<file path="config.mk">
export PLATFORM = sky130hd
export DESIGN_NAME = seg7_scan_driver
export DESIGN_NICKNAME = d
export VERILOG_FILES = /design/src/rtl/seg7_pkg.sv /design/src/rtl/seg7_glyph_rom.sv /design/src/rtl/seg7_scan_driver.sv
export SDC_FILE = /design/constraint.sdc
export NUM_CORES = 1
export LEC_CHECK = 0
export ABC_AREA = 0
export CAP_MARGIN = 20
export CORE_MARGIN = 2
export CORE_UTILIZATION = 25
export DETAILED_ROUTE_END_ITERATION = 10
export GPL_ROUTABILITY_DRIVEN = 0
export MAX_ROUTING_LAYER = met4
export PLACE_DENSITY = 0.49
export SLEW_MARGIN = 5
export SYNTH_ARGS = -nofsm -noshare
export SYNTH_HDL_FRONTEND = slang
export SYNTH_SLANG_ARGS = --single-unit
</file>
<file path="constraint.sdc">
create_clock -name clk -period 3.4 [get_ports clk]
set_input_delay 0.34 -clock clk [delete_from_list [all_inputs] [get_ports clk]]
set_output_delay 0.34 -clock clk [all_outputs]
set_load 0.01 [all_outputs]
</file>
<file path="src/rtl/seg7_pkg.sv">
// Shared types, glyph codes and the glyph-to-segment table for the
// seven-segment scan driver. Segment vectors are logical (1 = lit),
// ordered {a,b,c,d,e,f,g} with a as the MSB.
package seg7_pkg;

  typedef logic [4:0] glyph_t;
  typedef logic [6:0] seg_t;

  typedef enum logic {
    ST_SHOW  = 1'b0,
    ST_GUARD = 1'b1
  } scan_state_t;

  localparam glyph_t GLYPH_0     = 5'd0;
  localparam glyph_t GLYPH_1     = 5'd1;
  localparam glyph_t GLYPH_2     = 5'd2;
  localparam glyph_t GLYPH_3     = 5'd3;
  localparam glyph_t GLYPH_4     = 5'd4;
  localparam glyph_t GLYPH_5     = 5'd5;
  localparam glyph_t GLYPH_6     = 5'd6;
  localparam glyph_t GLYPH_7     = 5'd7;
  localparam glyph_t GLYPH_8     = 5'd8;
  localparam glyph_t GLYPH_9     = 5'd9;
  localparam glyph_t GLYPH_A     = 5'd10;
  localparam glyph_t GLYPH_B     = 5'd11;
  localparam glyph_t GLYPH_C     = 5'd12;
  localparam glyph_t GLYPH_D     = 5'd13;
  localparam glyph_t GLYPH_E     = 5'd14;
  localparam glyph_t GLYPH_F     = 5'd15;
  localparam glyph_t GLYPH_EQ    = 5'd16;
  localparam glyph_t GLYPH_DASH  = 5'd17;
  localparam glyph_t GLYPH_UNDER = 5'd18;
  localparam glyph_t GLYPH_BLANK = 5'd31;

  // Codes 19..31 all decode to a dark digit.
  function automatic seg_t glyph_to_seg(input glyph_t g);
    seg_t s;
    case (g)
      GLYPH_0:     s = 7'b1111110;
      GLYPH_1:     s = 7'b0110000;
      GLYPH_2:     s = 7'b1101101;
      GLYPH_3:     s = 7'b1111001;
      GLYPH_4:     s = 7'b0110011;
      GLYPH_5:     s = 7'b1011011;
      GLYPH_6:     s = 7'b1011111;
      GLYPH_7:     s = 7'b1110000;
      GLYPH_8:     s = 7'b1111111;
      GLYPH_9:     s = 7'b1111011;
      GLYPH_A:     s = 7'b1111101;
      GLYPH_B:     s = 7'b0011111;
      GLYPH_C:     s = 7'b0001101;
      GLYPH_D:     s = 7'b0111101;
      GLYPH_E:     s = 7'b1101111;
      GLYPH_F:     s = 7'b1000111;
      GLYPH_EQ:    s = 7'b0001001;
      GLYPH_DASH:  s = 7'b0000001;
      GLYPH_UNDER: s = 7'b0001000;
      default:     s = 7'b0000000;
    endcase
    return s;
  endfunction

endpackage

</file>
<file path="src/rtl/seg7_glyph_rom.sv">
// Combinational glyph decoder: 5-bit glyph code to logical segment pattern.
module seg7_glyph_rom
  import seg7_pkg::*;
(
  input  glyph_t glyph,
  output seg_t   seg
);

  assign seg = glyph_to_seg(glyph);

endmodule

</file>
<file path="src/rtl/seg7_scan_driver.sv">
// Time-multiplexed seven-segment driver. A pending frame captured by load
// is promoted to the active frame only at a frame boundary, so a scan never
// mixes two frames. Each digit is lit for SCAN_DIV cycles followed by a
// GUARD_CYC dark gap. All internal logic is active-high; pin polarity is
// applied only when the output registers are loaded.
module seg7_scan_driver
  import seg7_pkg::*;
#(
  parameter int NUM_DIGITS  = 8,
  parameter int SCAN_DIV    = 50000,
  parameter int GUARD_CYC   = 64,
  parameter int SEG_ACT_LO  = 1,
  parameter int AN_ACT_LO   = 1,
  parameter int LZ_SUPPRESS = 1
) (
  input  logic                      clk,
  input  logic                      reset,
  input  logic                      load,
  input  logic [5*NUM_DIGITS-1:0]   digits,
  input  logic [NUM_DIGITS-1:0]     dp_in,
  input  logic [NUM_DIGITS-1:0]     blank_in,
  output logic [6:0]                seg,
  output logic                      dp,
  output logic [NUM_DIGITS-1:0]     an,
  output logic                      frame_done
);

  localparam int CNT_MAX = (SCAN_DIV > GUARD_CYC) ?
                           ((SCAN_DIV > 2) ? SCAN_DIV : 2) :
                           ((GUARD_CYC > 2) ? GUARD_CYC : 2);
  localparam int CNT_W   = $clog2(CNT_MAX);
  localparam int IDX_W   = (NUM_DIGITS > 1) ? $clog2(NUM_DIGITS) : 1;

  localparam logic [CNT_W-1:0] SHOW_LAST  = CNT_W'(SCAN_DIV - 1);
  localparam logic [CNT_W-1:0] GUARD_LAST = CNT_W'((GUARD_CYC > 0) ? GUARD_CYC - 1 : 0);
  localparam logic [IDX_W-1:0] IDX_LAST   = IDX_W'(NUM_DIGITS - 1);

  localparam seg_t                  SEG_OFF = (SEG_ACT_LO != 0) ? 7'h7F : 7'h00;
  localparam logic                  DP_OFF  = (SEG_ACT_LO != 0);
  localparam logic [NUM_DIGITS-1:0] AN_OFF  = (AN_ACT_LO != 0) ? '1 : '0;

  // Frame buffers
  glyph_t                code_pend_reg [NUM_DIGITS];
  glyph_t                code_act_reg  [NUM_DIGITS];
  logic [NUM_DIGITS-1:0] dp_pend_reg, dp_act_reg;
  logic [NUM_DIGITS-1:0] blank_pend_reg, blank_act_reg;
  logic                  pend_valid_reg;

  // Scan FSM
  scan_state_t      state_reg, state_next;
  logic [CNT_W-1:0] cnt_reg, cnt_next;
  logic [IDX_W-1:0] idx_reg, idx_next, idx_inc;
  logic             slot_end, frame_end, commit;

  // Decode and output stage
  logic [NUM_DIGITS-1:0] lz_mask, an_onehot, an_logic;
  logic                  zero_run;
  glyph_t                glyph_sel;
  seg_t                  rom_seg, seg_logic;
  logic                  dp_logic;

  seg_t                  seg_reg;
  logic                  dp_reg;
  logic [NUM_DIGITS-1:0] an_reg;
  logic                  frame_done_reg;

  assign frame_end = slot_end && (idx_reg == IDX_LAST);
  assign commit    = frame_end && pend_valid_reg;

  // Capture into pending on load; promote pending to active at a frame boundary
  always_ff @(posedge clk) begin
    if (reset) begin
      for (int i = 0; i < NUM_DIGITS; i++) begin
        code_pend_reg[i] <= GLYPH_BLANK;
        code_act_reg[i]  <= GLYPH_BLANK;
      end
      dp_pend_reg    <= '0;
      dp_act_reg     <= '0;
      blank_pend_reg <= '0;
      blank_act_reg  <= '0;
      pend_valid_reg <= 1'b0;
    end else begin
      if (commit) begin
        for (int i = 0; i < NUM_DIGITS; i++) begin
          code_act_reg[i] <= code_pend_reg[i];
        end
        dp_act_reg    <= dp_pend_reg;
        blank_act_reg <= blank_pend_reg;
      end
      // A load coinciding with the boundary stays pending for the next frame.
      if (load) begin
        for (int i = 0; i < NUM_DIGITS; i++) begin
          code_pend_reg[i] <= digits[5*i +: 5];
        end
        dp_pend_reg    <= dp_in;
        blank_pend_reg <= blank_in;
        pend_valid_reg <= 1'b1;
      end else if (commit) begin
        pend_valid_reg <= 1'b0;
      end
    end
  end

  // FSM state register; reset parks in GUARD on the last digit so digit 0 lights first
  always_ff @(posedge clk) begin
    if (reset) begin
      state_reg <= ST_GUARD;
      cnt_reg   <= '0;
      idx_reg   <= IDX_LAST;
    end else begin
      state_reg <= state_next;
      cnt_reg   <= cnt_next;
      idx_reg   <= idx_next;
    end
  end

  assign idx_inc = (idx_reg == IDX_LAST) ? '0 : idx_reg + 1'b1;

  // FSM next-state: SHOW for SCAN_DIV cycles, then GUARD (skipped when GUARD_CYC is 0)
  always_comb begin
    state_next = state_reg;
    cnt_next   = cnt_reg + 1'b1;
    idx_next   = idx_reg;
    slot_end   = 1'b0;
    case (state_reg)
      ST_SHOW: begin
        if (cnt_reg == SHOW_LAST) begin
          cnt_next = '0;
          slot_end = 1'b1;
          if (GUARD_CYC == 0) begin
            idx_next = idx_inc;
          end else begin
            state_next = ST_GUARD;
          end
        end
      end
      default: begin
        if (cnt_reg == GUARD_LAST) begin
          cnt_next   = '0;
          state_next = ST_SHOW;
          idx_next   = idx_inc;
        end
      end
    endcase
  end

  // Leading-zero mask: a digit is suppressed while every digit from it upward is a plain 0
  always_comb begin
    zero_run = 1'b1;
    lz_mask  = '0;
    for (int i = NUM_DIGITS - 1; i >= 0; i--) begin
      zero_run   = zero_run && (code_act_reg[i] == GLYPH_0) && !dp_act_reg[i];
      lz_mask[i] = (LZ_SUPPRESS != 0) && (i > 0) && zero_run;
    end
  end

  for (genvar gi = 0; gi < NUM_DIGITS; gi++) begin : g_anode
    assign an_onehot[gi] = (idx_reg == IDX_W'(gi));
  end

  assign glyph_sel = code_act_reg[idx_reg];

  seg7_glyph_rom u_rom (
    .glyph (glyph_sel),
    .seg   (rom_seg)
  );

  // FSM outputs (logical levels): anode stays driven for blanked/suppressed digits
  always_comb begin
    seg_logic = '0;
    dp_logic  = 1'b0;
    an_logic  = '0;
    if (state_reg == ST_SHOW) begin
      an_logic = an_onehot;
      if (!blank_act_reg[idx_reg] && !lz_mask[idx_reg]) begin
        seg_logic = rom_seg;
        dp_logic  = dp_act_reg[idx_reg];
      end
    end
  end

  // Output registers with pin polarity applied
  always_ff @(posedge clk) begin
    if (reset) begin
      seg_reg        <= SEG_OFF;
      dp_reg         <= DP_OFF;
      an_reg         <= AN_OFF;
      frame_done_reg <= 1'b0;
    end else begin
      seg_reg        <= (SEG_ACT_LO != 0) ? ~seg_logic : seg_logic;
      dp_reg         <= (SEG_ACT_LO != 0) ? ~dp_logic : dp_logic;
      an_reg         <= (AN_ACT_LO != 0) ? ~an_logic : an_logic;
      frame_done_reg <= frame_end;
    end
  end

  assign seg        = seg_reg;
  assign dp         = dp_reg;
  assign an         = an_reg;
  assign frame_done = frame_done_reg;

endmodule

</file>
**Word level (Yosys, flattened, before mapping)**

Memory sizes are Yosys's and may differ from the RTL's. A register that Yosys moved wholly into a read port is not among the register bits.
Index checks and enable logic that the tools add are counted.

- Bitwise gates (word level): 19
- Equality and inequality tests: 9
- Reductions and logical operators: 35
- Mux-type cells: 47
- $lt $le $gt $ge: 1
- Add/subtract/negate cells: 2

Operators with widths:

| cell | number |
|---|---|
| $mux W5 | 16 |
| $mux W16 | 3 |
| $logic_not A5 Y1 | 7 |
| $mux W1 | 19 |
| $add A16 B1 Y16 const B | 1 |
| $eq A16 B16 Y1 const B | 1 |
| $eq A16 B6 Y1 const B | 1 |
| $logic_and A1 B1 Y1 | 16 |
| $or A1 B1 Y1 | 16 |
| $mux W7 | 2 |
| $eq A3 B3 Y1 const B | 4 |
| $bmux W1 S3 | 3 |
| $logic_not A1 Y1 | 9 |
| $mux W3 | 3 |
| $mux W8 | 1 |
| $not A8 Y8 | 1 |
| $not A7 Y7 | 1 |
| $eq A3 B2 Y1 const B | 2 |
| $lt A3 B4 Y1 const B | 1 |
| $add A3 B1 Y3 const B | 1 |
| $eq A3 B1 Y1 const B | 1 |
| $logic_not A3 Y1 | 1 |
| $reduce_and A2 Y1 | 1 |
| $reduce_bool A2 Y1 | 1 |
| $not A1 Y1 | 1 |

- Memories kept: 3
- Input port bits: 59
- Register bits after elaboration: 70
- Output and inout bits: 17
- Word-level logic and storage cells: 128
- Memory bits (writable): 80
- Bits in read-only memories: 224

Memories:

| memory | depth | width | read ports | clocked after Yosys merged registers in | write ports | RTL line | source |
|---|---|---|---|---|---|---|---|
| (name not given) | 32 | 7 | 1 | 0 | 0 | seg7_pkg.sv:38 | `case (g)` |
| code_act_reg | 8 | 5 | 8 | 1 | 8 | seg7_scan_driver.sv:44 | `glyph_t code_act_reg [NUM_DIGITS];` |
| code_pend_reg | 8 | 5 | 8 | 0 | 8 | seg7_scan_driver.sv:43 | `glyph_t code_pend_reg [NUM_DIGITS];` |

**Longest topological paths before layout**

Gate-level depths: netlist of the first run.
An unclocked memory read counts as a cell.

- Word-level depth: 22
- Gate-level depth with buffers: 9
- Gate-level depth less buffers: 8

**Cells and area by module**

A second synthesis of the first run with hierarchy kept.

- Cell total of the unflattened synthesis: 560
- Area total of the unflattened synthesis: 6839.1 sq um

Modules (own cells, without submodules):

| module | cells each | seq. area each (sq um) | times used | area an instance (sq um) |
|---|---|---|---|---|
| seg7_scan_driver | 514 | 3863.7 | 1 | 6505.0 |
| seg7_glyph_rom | 46 | 0.0 | 1 | 334.1 |

**Least setup slack after synthesis of the first run**

Ideal clock, no wire load.

- Path kind: register to register
- From: register cnt_reg[11]
- To: memory code_act_reg[0][0] (netlist name) (enable)
- Period minus slack after synthesis: 2669 ps
- Stages on the path, launching flop included: 7
- Library setup time: 395 ps
- Arrival: 2274 ps
- Slack: 731 ps
- Cell sequence: dfxtp_1 -> or4_4 -> nor2_4 -> and4_4 -> a21oi_4 -> buf_6 -> inv_1

RTL lines:

| item | RTL line | source |
|---|---|---|
| start, declared | seg7_scan_driver.sv:51 | `logic [CNT_W-1:0] cnt_reg, cnt_next;` |
| start signal, assigned | seg7_scan_driver.sv:112 | `cnt_reg <= cnt_next;` |
| end, declared | seg7_scan_driver.sv:44 |  |

==> results.md, run 1 <==
Worst setup path:
- For the worst setup path, the data arrival time is 3050 ps.
- The buffer and inverter count on the worst path is 1.
- Among all stages on the critical path, the largest delay is contributed by sky130_fd_sc_hd__dfxtp_1.
- For the worst setup path, the data required time is 3740 ps.
- The highest fanout seen on the critical path is 10.
- The cell class contributing the biggest share of worst-path delay is multiplexers.
- The path length in cells of the critical path is 7.
- The critical setup path kind is register to register.
- For this run, the slowest stage of the critical path takes 700 ps.
- Counting cells, the worst reg-to-reg path comes to 7.
- The sort of element at the end of the critical path is a register.
- Walking the worst path, the cells encountered are mux4_2 -> mux2_2 -> inv_1 -> ha_1 -> and2_1 -> o311a_1 -> o21ai_1.
- The worst setup path is launched from a register.

Final layout:
- Once layout is done, the placed cells without fillers occupy 8031 um^2.
- The count of nets after finishing is 649.
- Compared with the post-synthesis result, the final layout area differs by 25.18%.
- The final cell count without fillers is 920.
- The count of filler cells inserted in the layout is 2494.
- Of the cells placed in the final design, the portion with a size suffix greater than 1 is 0.1458.
- The number of antenna cells inserted is 0.

Power:
- The reported leakage power is 2.803 nW.
- Power spread over the standard cell area amounts to 510.8 nW/um^2.
- The portion of total power attributed to the clock network is 0.441.
- Of the total power, the share spent switching nets is 0.2259.
- The internal portion of total power is 3.175 mW.
- The switching power of the nets is 926.8 uW.
- The share of total power dissipated in sequential elements is 0.504.
- The part of the total power dissipated in combinational logic is 0.055.
- VDD sags by at most 334.0 uV.
- Total power for the finished layout comes to 4.102 mW.

Clocking:
- In this run the deepest clock path goes through 2 buffers.
- The insertion delay of the later-clocked pin in the worst-skew pair is 430 ps.
- The cell at the root of the clock tree is sky130_fd_sc_hd__clkbuf_16.
- After clock tree synthesis, the clock-pin slew on the worst setup and hold paths is 70 ps.
- TritonCTS built the clock tree.
- In this run, post-CTS repair resized a total of 0 instances.
- The hold-fix buffer count after cts is 0.
- The clock tree synthesis step divided the H-tree into 4 levels.
- Counting the buffers created by CTS gives 17.
- The clock net in this run drives a total of 153 sinks.
- After clock tree synthesis, the setup repair step added 0 buffers.

Route:
- After detailed routing, the number of remaining DRC violations is 0.
- Using the TritonRoute via totals, the vias-per-cell ratio works out to 4.330.
- The total wire length after detailed routing is 13830 um.
- In this run, the number of DRC markers left after iteration 0 of detailed routing was approximately 230.
- The vias after detailed routing is 3984.
- Once detail routing completed, the nets flagged for antenna violations numbered 0.
- The routed wire length per instance is 15.04 um.
- The first detailed-routing pass took 6 iterations.

Place:
- The placed standard-cell area is roughly 7500 um^2.
- The number of placed instances with taps included is slightly below 900.
- The HPWL after detailed placement is about 10000 um.
- The total of buffers placed on input and output ports is 75.

Timing:
- The number of slew-limit violations in the final report was 0.
- Setup repair after global routing left no endpoint under its margin.
- Measured against its own limit, the worst slew margin works out to 0.3795.
- For the final routed database, the setup TNS stands at 0 ps.
- The share of the clock period used by the worst path is 0.7972.
- The clock period minus final worst setup slack is 2711 ps.
- The clock skew after layout is 16.62 ps.
- The total setup violations reported at the end of the flow is 0.
- The upper clock frequency limit is 368.9 MHz.
- At the pin with the least slew margin, the transition time is just over 900 ps.
- The hold violation total from the final report was 0.

Synth:
- The synthesis warning total is 0.
- The cell count after synthesis came out at 504.
- The share of the Yosys chip area taken by registers is 0.6022.
- Summing every instance area after synthesis gives 6416 um^2.
- The fraction of registers with async set or reset after synthesis is 0.
- In this run, synthesis inferred 80 flip-flops with an integrated enable.
- The register bit count reported by yosys is about 150.
- The synthesized area per cell is around 13 um^2.
- The synthesized netlist net count is 576.
- For this run, the leading register cell type out of synthesis is sky130_fd_sc_hd__edfxtp_1.
- The number of different library cells used by synthesis comes to 51.

Floorplan:
- The core region is 25180 um^2.
- The initial core utilization is 0.2548.
- The width of the die is 164.2 um.
- The die footprint is 26960 um^2.
- Pin placement for this block handled 76 I/O pins.
- In this run the vertical extent of the chip is 164.2 um.
- The floorplan has 58 rows.

Status:
- The flow ran to the end, and the final reports show no timing, DRC or antenna violations.

Flow run:
- The number of max-cap violations is 0.

Global routing:
- The number of global-route vias before repair is 4076.
- The first-pass GRT wire length is 21920 um.
- The sum of overflow across all layers after global routing is 0.
- The aggregate global-route resource usage is 0.1100.
- The maximum number of pins on one net before global-route repair is 48.
- The number of antenna violations at the first check in global routing is 0.

Hold path:
- Along the worst hold path, the cell count comes to 1.
- The tightest min-delay check is of the register to register type.
## stage by stage
stage                     utilization  setup WS [ps]  hold WS [ps]
after floorplan                     -          731.3         413.2
after global placement         0.2964          775.3         423.6
after detailed placement       0.2964          701.3         455.4
after CTS                      0.3189          673.3         464.4
after global routing           0.3189          521.2         489.5
final                          0.3189          689.5         463.5
## logic make-up after synthesis
family | after synthesis | share of synthesized area
AOI/OAI and AO/OA | 40 | 0.04856
and+or+nand+nor | 210 | 0.1810
DFF | 153 | 0.6022
adders and majority gates | 13 | 0.02535
xor gates and xnor gates | 15 | 0.02048
muxes | 38 | 0.09302
buffers and inverters | 35 | 0.02944
## synthesized netlist by cell type (6+ instances only)
library cell / count / share of area
sky130_fd_sc_hd__edfxtp_1: 80 / 0.37
sky130_fd_sc_hd__dfxtp_1: 73 / 0.23
sky130_fd_sc_hd__nor2_1: 46 / 0.027
sky130_fd_sc_hd__nand2b_1: 31 / 0.030
sky130_fd_sc_hd__or3_1: 31 / 0.030
sky130_fd_sc_hd__nand2_1: 24 / 0.014
sky130_fd_sc_hd__or2_2: 22 / 0.021
sky130_fd_sc_hd__mux2i_1: 17 / 0.027
sky130_fd_sc_hd__a22o_1: 16 / 0.022
sky130_fd_sc_hd__clkbuf_1: 14 / 0.0082
sky130_fd_sc_hd__mux4_2: 14 / 0.049
sky130_fd_sc_hd__ha_1: 13 / 0.025
sky130_fd_sc_hd__nand4_1: 10 / 0.0098
sky130_fd_sc_hd__inv_1: 9 / 0.0053
sky130_fd_sc_hd__nand3_1: 9 / 0.0070
sky130_fd_sc_hd__xnor2_1: 9 / 0.012
sky130_fd_sc_hd__nor3_1: 7 / 0.0055
sky130_fd_sc_hd__nor4_1: 7 / 0.0068
sky130_fd_sc_hd__and3_1: 6 / 0.0059
sky130_fd_sc_hd__buf_6: 6 / 0.011
sky130_fd_sc_hd__xor2_1: 6 / 0.0082
## final cells by class
cell class | instances | area, um^2 | share of cell area
inverter | 9 | 33.78 | 0.004206
multi-input combinational | 316 | 2366 | 0.2946
clock inverter | 14 | 137.6 | 0.01714
sequential | 153 | 3864 | 0.4811
tap | 330 | 412.9 | 0.05141
timing repair buffer | 80 | 788.3 | 0.09815
clock buffer | 18 | 429.2 | 0.05344
## worst paths after layout
| path | from | end | slack (ps) |
|---|---|---|---|
| min | cnt_reg[0] | cnt_reg[0] | 460 |
| min reg2reg | cnt_reg[0] | cnt_reg[0] | 460 |
| max reg2reg | register | seg[3] | 690 |
| max | register | seg[3] | 690 |
## cell usage in the layout (no fill, tap or decap), drive strengths merged, types with 4 or more instances in the layout
cell / n
edfxtp: 80
clkdlybuf4s50: 75
dfxtp: 73
nor2: 48
nand2b: 31
or3: 31
nand2: 24
or2: 22
mux2i: 20
clkbuf: 18
a22o: 16
inv: 15
mux4: 14
ha: 13
nand4: 11
nand3: 9
xnor2: 9
nor3: 7
nor4: 7
xor2: 6
and3: 6
o21ai: 6
and2: 5
buf: 5
a21oi: 5
clkinvlp: 4
mux2: 4
## routing by layer
metal / vias up / part of all wire / track usage
met5: - / 0 / -
met4: 0 / 0.013 / 0.04187
met3: 12 / 0.046 / 0.03056
met2: 86 / 0.45 / 0.1609
met1: 1911 / 0.49 / 0.1447
li1: 1975 / - / -
## worst reg2reg max path, cell delays in order, from the launching register on
cell	delay, ps
sky130_fd_sc_hd__dfxtp_1	700
sky130_fd_sc_hd__mux4_2	590
sky130_fd_sc_hd__mux2_2	330
sky130_fd_sc_hd__inv_1	140
sky130_fd_sc_hd__ha_1	280
sky130_fd_sc_hd__and2_1	150
sky130_fd_sc_hd__o311a_1	320
sky130_fd_sc_hd__o21ai_1	110
## power groups by stage
stage                     clock network (mW)  registers (mW)  logic [mW]
after floorplan                            0            2.09       0.133
after global placement                     0            2.11       0.222
after detailed placement                   0            2.11       0.227
after CTS                               1.86            2.07       0.228
after global routing                    1.94            2.08       0.248
final                                   1.81            2.07       0.224
Note: power is estimated with default switching activity, not from simulation.
==> run 2: changes to the inputs <==
--- a/config.mk
+++ b/config.mk
@@ -12,7 +12,7 @@
 export DETAILED_ROUTE_END_ITERATION = 10
 export GPL_ROUTABILITY_DRIVEN = 0
 export MAX_ROUTING_LAYER = met4
-export PLACE_DENSITY = 0.49
+export PLACE_DENSITY = 0.5
 export SLEW_MARGIN = 5
 export SYNTH_ARGS = -nofsm -noshare
 export SYNTH_HDL_FRONTEND = slang
==> constraint.sdc (replaced) <==
create_clock -name clk -period 2.2 [get_ports clk]
set_input_delay 0.22 -clock clk [delete_from_list [all_inputs] [get_ports clk]]
set_output_delay 0.22 -clock clk [all_outputs]
set_load 0.01 [all_outputs]
==> run 2 against run 1 <==
Compared with the run above:
- the flow now finishes with violations (setup timing)
- core utilization increased by 1.8 points
- clock skew down 8.5 ps
- global-route usage up 0.43 points
- non-clock buffer count up 36
- wire length rose by 4.2%
- critical path depth grew 1
- flip-flop and latch count unchanged
- clock power up 59%
- maximum frequency increased by 23%
- largest power group unchanged
- highest routed layer unchanged
==> results.md, run 2 (same netlist as run 1, synthesis figures left out) <==
Status:
- The run finished, with violations left.
- The final reports fail on setup timing.

Final layout:
- The library cell used most frequently in the layout, excluding fill and tap cells, is sky130_fd_sc_hd__edfxtp_1.
- The multi-input gate area in the final layout came to 2416 um^2 (+2.1%).
- The synthesis-to-finish area growth is 32.16%.
- The fraction of layout instances using a drive strength above 1 is 0.2173 (+0.07149).
- The library cells used most frequently in the layout, excluding fill and tap cells, are 80 x sky130_fd_sc_hd__edfxtp_1, 75 x sky130_fd_sc_hd__clkdlybuf4s50_1, 70 x sky130_fd_sc_hd__dfxtp_1.
- The register cell area after layout is 3867 um^2 (about the same).
- The count of nets after finishing was 685 (+5.5%).
- The count of filler cells inserted in the layout is 2443 (-2.0%).
- The number of antenna cells inserted is 0 (unchanged).
- The final core utilization is 0.3367 (+0.01779).

Worst setup path:
- The highest fanout seen on the critical path was 6 (-4).
- The slowest stage of the critical path is the sky130_fd_sc_hd__mux4_2 cell.
- The slack of the worst reg-to-reg path is -5 ps (-690 ps).
- The most critical setup path has its endpoint at seg[3].
- The worst register-to-register path ends at seg[3].
- The element type at the critical path start is a register.
- The arrival time of data at the critical path endpoint came to 2550 ps (-500 ps).
- The number of cell instances on the worst register-to-register path is 8 (+1).
- The required time of the worst setup path is 2550 ps (-1190 ps).
- The sort of element at the end of the critical path is a register.
- Traced cell by cell, the critical path runs through buf_12 -> mux4_2 -> mux2_4 -> inv_4 -> ha_4 -> and2_4 -> o311a_1 -> o21ai_1.
- The worst setup path is of the register to register kind.
- The largest stage delay on the critical path came to 490 ps (-210 ps).

Route:
- The length of the first detailed-routing pass in iterations was 4 (-2).
- The mean number of vias per cell is 4.379 (+1.1%).
- The violation count after the first detailed-route iteration is 226 (-3.0%).
- The final routed DRC violation total is 0 (unchanged).
- The total wire length after detailed routing is 14410 um (+4.2%).
- The post-route antenna net violation count is 0 (unchanged).
- The routed wire length per instance is 15.07 um (+0.24%).
- The vias after detailed routing is 4186 (+5.1%).

Timing:
- The total setup violations reported at the end of the flow was 1 (+1).
- The pin slew with the least headroom to its limit is 928.8 ps (-1.932 ps).
- The upper clock frequency limit is 453.5 MHz (+23%).
- The final worst-path setup slack came to -5.068 ps (-694.6 ps).
- The hold violation total from the final report was 0 (unchanged).
- Setup repair after global routing could not meet its margin everywhere.
- The share of the clock period used by the worst path is 1.002 (+0.2051).
- The clock skew after layout came to 8.167 ps (-8.456 ps).
- The hold slack was 418.6 ps (-44.87 ps).
- The number of slew-limit violations in the final report is 0 (unchanged).
- The clock period minus final worst setup slack came to 2205 ps (-505.4 ps).
- The normalized max-slew margin is 0.3808 (+0.001288).

Floorplan:
- The die footprint was 26960 um^2 (unchanged).
- The width of the die was 164.2 um (unchanged).
- The I/O pin total is 76 (unchanged).
- The floorplan core area was 25180 um^2 (unchanged).
- The initial core utilization is 0.2548 (unchanged).
- The total number of placement rows is 58 (unchanged).
- The floorplan die height is 164.2 um (unchanged).

Global routing:
- The aggregate global-route resource usage is 0.1143 (+0.004258).
- The met3 layer usage reported by global route is 0.03005 (-0.0005051).
- The number of antenna violations at the first check in global routing is 0 (unchanged).
- The met2 routing resource usage after global routing is 0.1733 (+0.01236).
- The layer flagged by global routing as most heavily used is met2.
- The sum of overflow across all layers after global routing is 0 (unchanged).
- The maximum number of pins on one net before global-route repair came to 41 (-15%).
- The first-pass GRT wire length is 22880 um (+4.4%).
- The routing usage on met1 is 0.1462 (+0.001540).
- The number of global-route vias before repair came to 4292 (+5.3%).

Clocking:
- The hold-fix buffer count after cts came to 0 (unchanged).
- The maximum level of the CTS H-tree came to 4 (unchanged).
- The insertion delay of the later-clocked pin in the worst-skew pair is 420 ps (about the same).
- TritonCTS built the clock tree.
- The post-CTS clock slew at the launch and capture registers of the worst setup and hold paths is 70 ps (about the same).
- The clock sink total was 153 (unchanged).
- In this run the clock root is driven by a sky130_fd_sc_hd__clkbuf_16.
- The number of buffers created by CTS is 17 (unchanged).
- The maximum number of buffers from clock root to sink was 2 (unchanged).

Power:
- The maximum resistive drop on vdd is 476.3 uV (+43%).
- The power density over the cells is 763.9 nW/um^2 (+50%).
- The total power consumption of the routed design is 6.477 mW (+58%).
- The reported leakage power is 3.031 nW (+8.1%).

Place:
- The HPWL after detailed placement was 10670 um (+5.9%).
- The total of buffers placed on input and output ports was 75 (unchanged).

Hold path:
- The class of the tightest hold or removal check is input pin to register.

Flow run:
- The number of max-cap violations was 0 (unchanged).
-- run 2: cell count changes in the layout (fill, tap and decap cells not counted), moves of 3 or more --
| cell | before | now |
|---|---|---|
| sky130_fd_sc_hd__inv_1 | 9 | 6 |
| sky130_fd_sc_hd__dfxtp_1 | 73 | 70 |
| sky130_fd_sc_hd__buf_12 | 0 | 7 |
| sky130_fd_sc_hd__dfxtp_2 | 0 | 3 |
| sky130_fd_sc_hd__buf_4 | 5 | 32 |
-- run 2: worst min-delay path by stage --
stage / startpoint / to / slack (ps) / cells past startpoint
2_1_floorplan: blank_in[0] / blank_pend_reg[0] / 370 / 2
3_3_place_gp: cnt_reg[0] / cnt_reg[0] / 420 / 1
3_5_place_dp: cnt_reg[0] / cnt_reg[0] / 430 / 1
4_1_cts: dp_in[5] / dp_pend_reg[5] / 400 / 3
5_1_grt: digits[4] / code_pend_reg[0][4] / 430 / 2
6_report: dp_in[5] / dp_pend_reg[5] / 420 / 3
-- run 2: timing repair --
item	CTS	global route
pin swaps	3	3
endpoints found under the setup margin	4	8
setup buffers	2	3
resized for setup	3	8
-- run 2: layout make-up --
| cell class | instances | share of cell area |
|---|---|---|
| Clock buffer | 18 | 0.05061 |
| Sequential cell | 153 | 0.4561 |
| Multi-Input combinational cell | 316 | 0.2849 |
| Tap cell | 330 | 0.04869 |
| Inverter | 9 | 0.005017 |
| Timing Repair Buffer | 116 | 0.1360 |
| Clock inverter | 14 | 0.01859 |
-- run 2: metal layers --
| layer | up-vias | part of all wire |
|---|---|---|
| li1 | 2051 | - |
| met1 | 2025 | 0.47 |
| met2 | 94 | 0.46 |
| met3 | 16 | 0.049 |
| met4 | 0 | 0.016 |
| met5 | - | 0 |
-- run 2: where the power goes --
group	switching, mW	leakage [nW]	internal (mW)	total (mW)
Sequential	0.0642	1.36	3.13	3.20
Combinational	0.174	1.38	0.232	0.406
Clock	1.26	0.290	1.61	2.87
-- run 2: worst max-delay path: cells and delay by family (launching register included) --
kind / cells / cell delay [ps]
buffers and inverters: 2 / 190
DFF: 1 / 350
and+or+nand+nor: 1 / 150
adders and majority gates: 1 / 200
muxes: 2 / 810
AOI/OAI and AO/OA: 2 / 430
-- run 2: stage by stage --
step                      instances  area [um^2]  setup slack, ps  TNS (ps)
after detailed placement        919         7805           -88.41    -177.6
after CTS                       953         8423           -11.33    -13.94
final                           956         8479           -5.068    -5.068
after floorplan                 504         6436           -72.21     -2888
after global routing            956         8479           -74.68    -322.0
after global placement          919         7805           -17.33    -28.10
==> run 3: changes to the inputs <==
--- a/config.mk
+++ b/config.mk
@@ -13,7 +13,7 @@
 export GPL_ROUTABILITY_DRIVEN = 0
 export MAX_ROUTING_LAYER = met4
 export PLACE_DENSITY = 0.5
-export SLEW_MARGIN = 5
+export SLEW_MARGIN = 25
 export SYNTH_ARGS = -nofsm -noshare
 export SYNTH_HDL_FRONTEND = slang
 export SYNTH_SLANG_ARGS = --single-unit
==> constraint.sdc (replaced) <==
create_clock -name clk -period 2.2 [get_ports clk]
set_input_delay 0.22 -clock clk [delete_from_list [all_inputs] [get_ports clk]]
set_output_delay 0.22 -clock clk [all_outputs]
set_load 0.05 [all_outputs]
==> results of run 3 <==
Same layout as run 2: the final DEF is identical, and so are final timing and power.
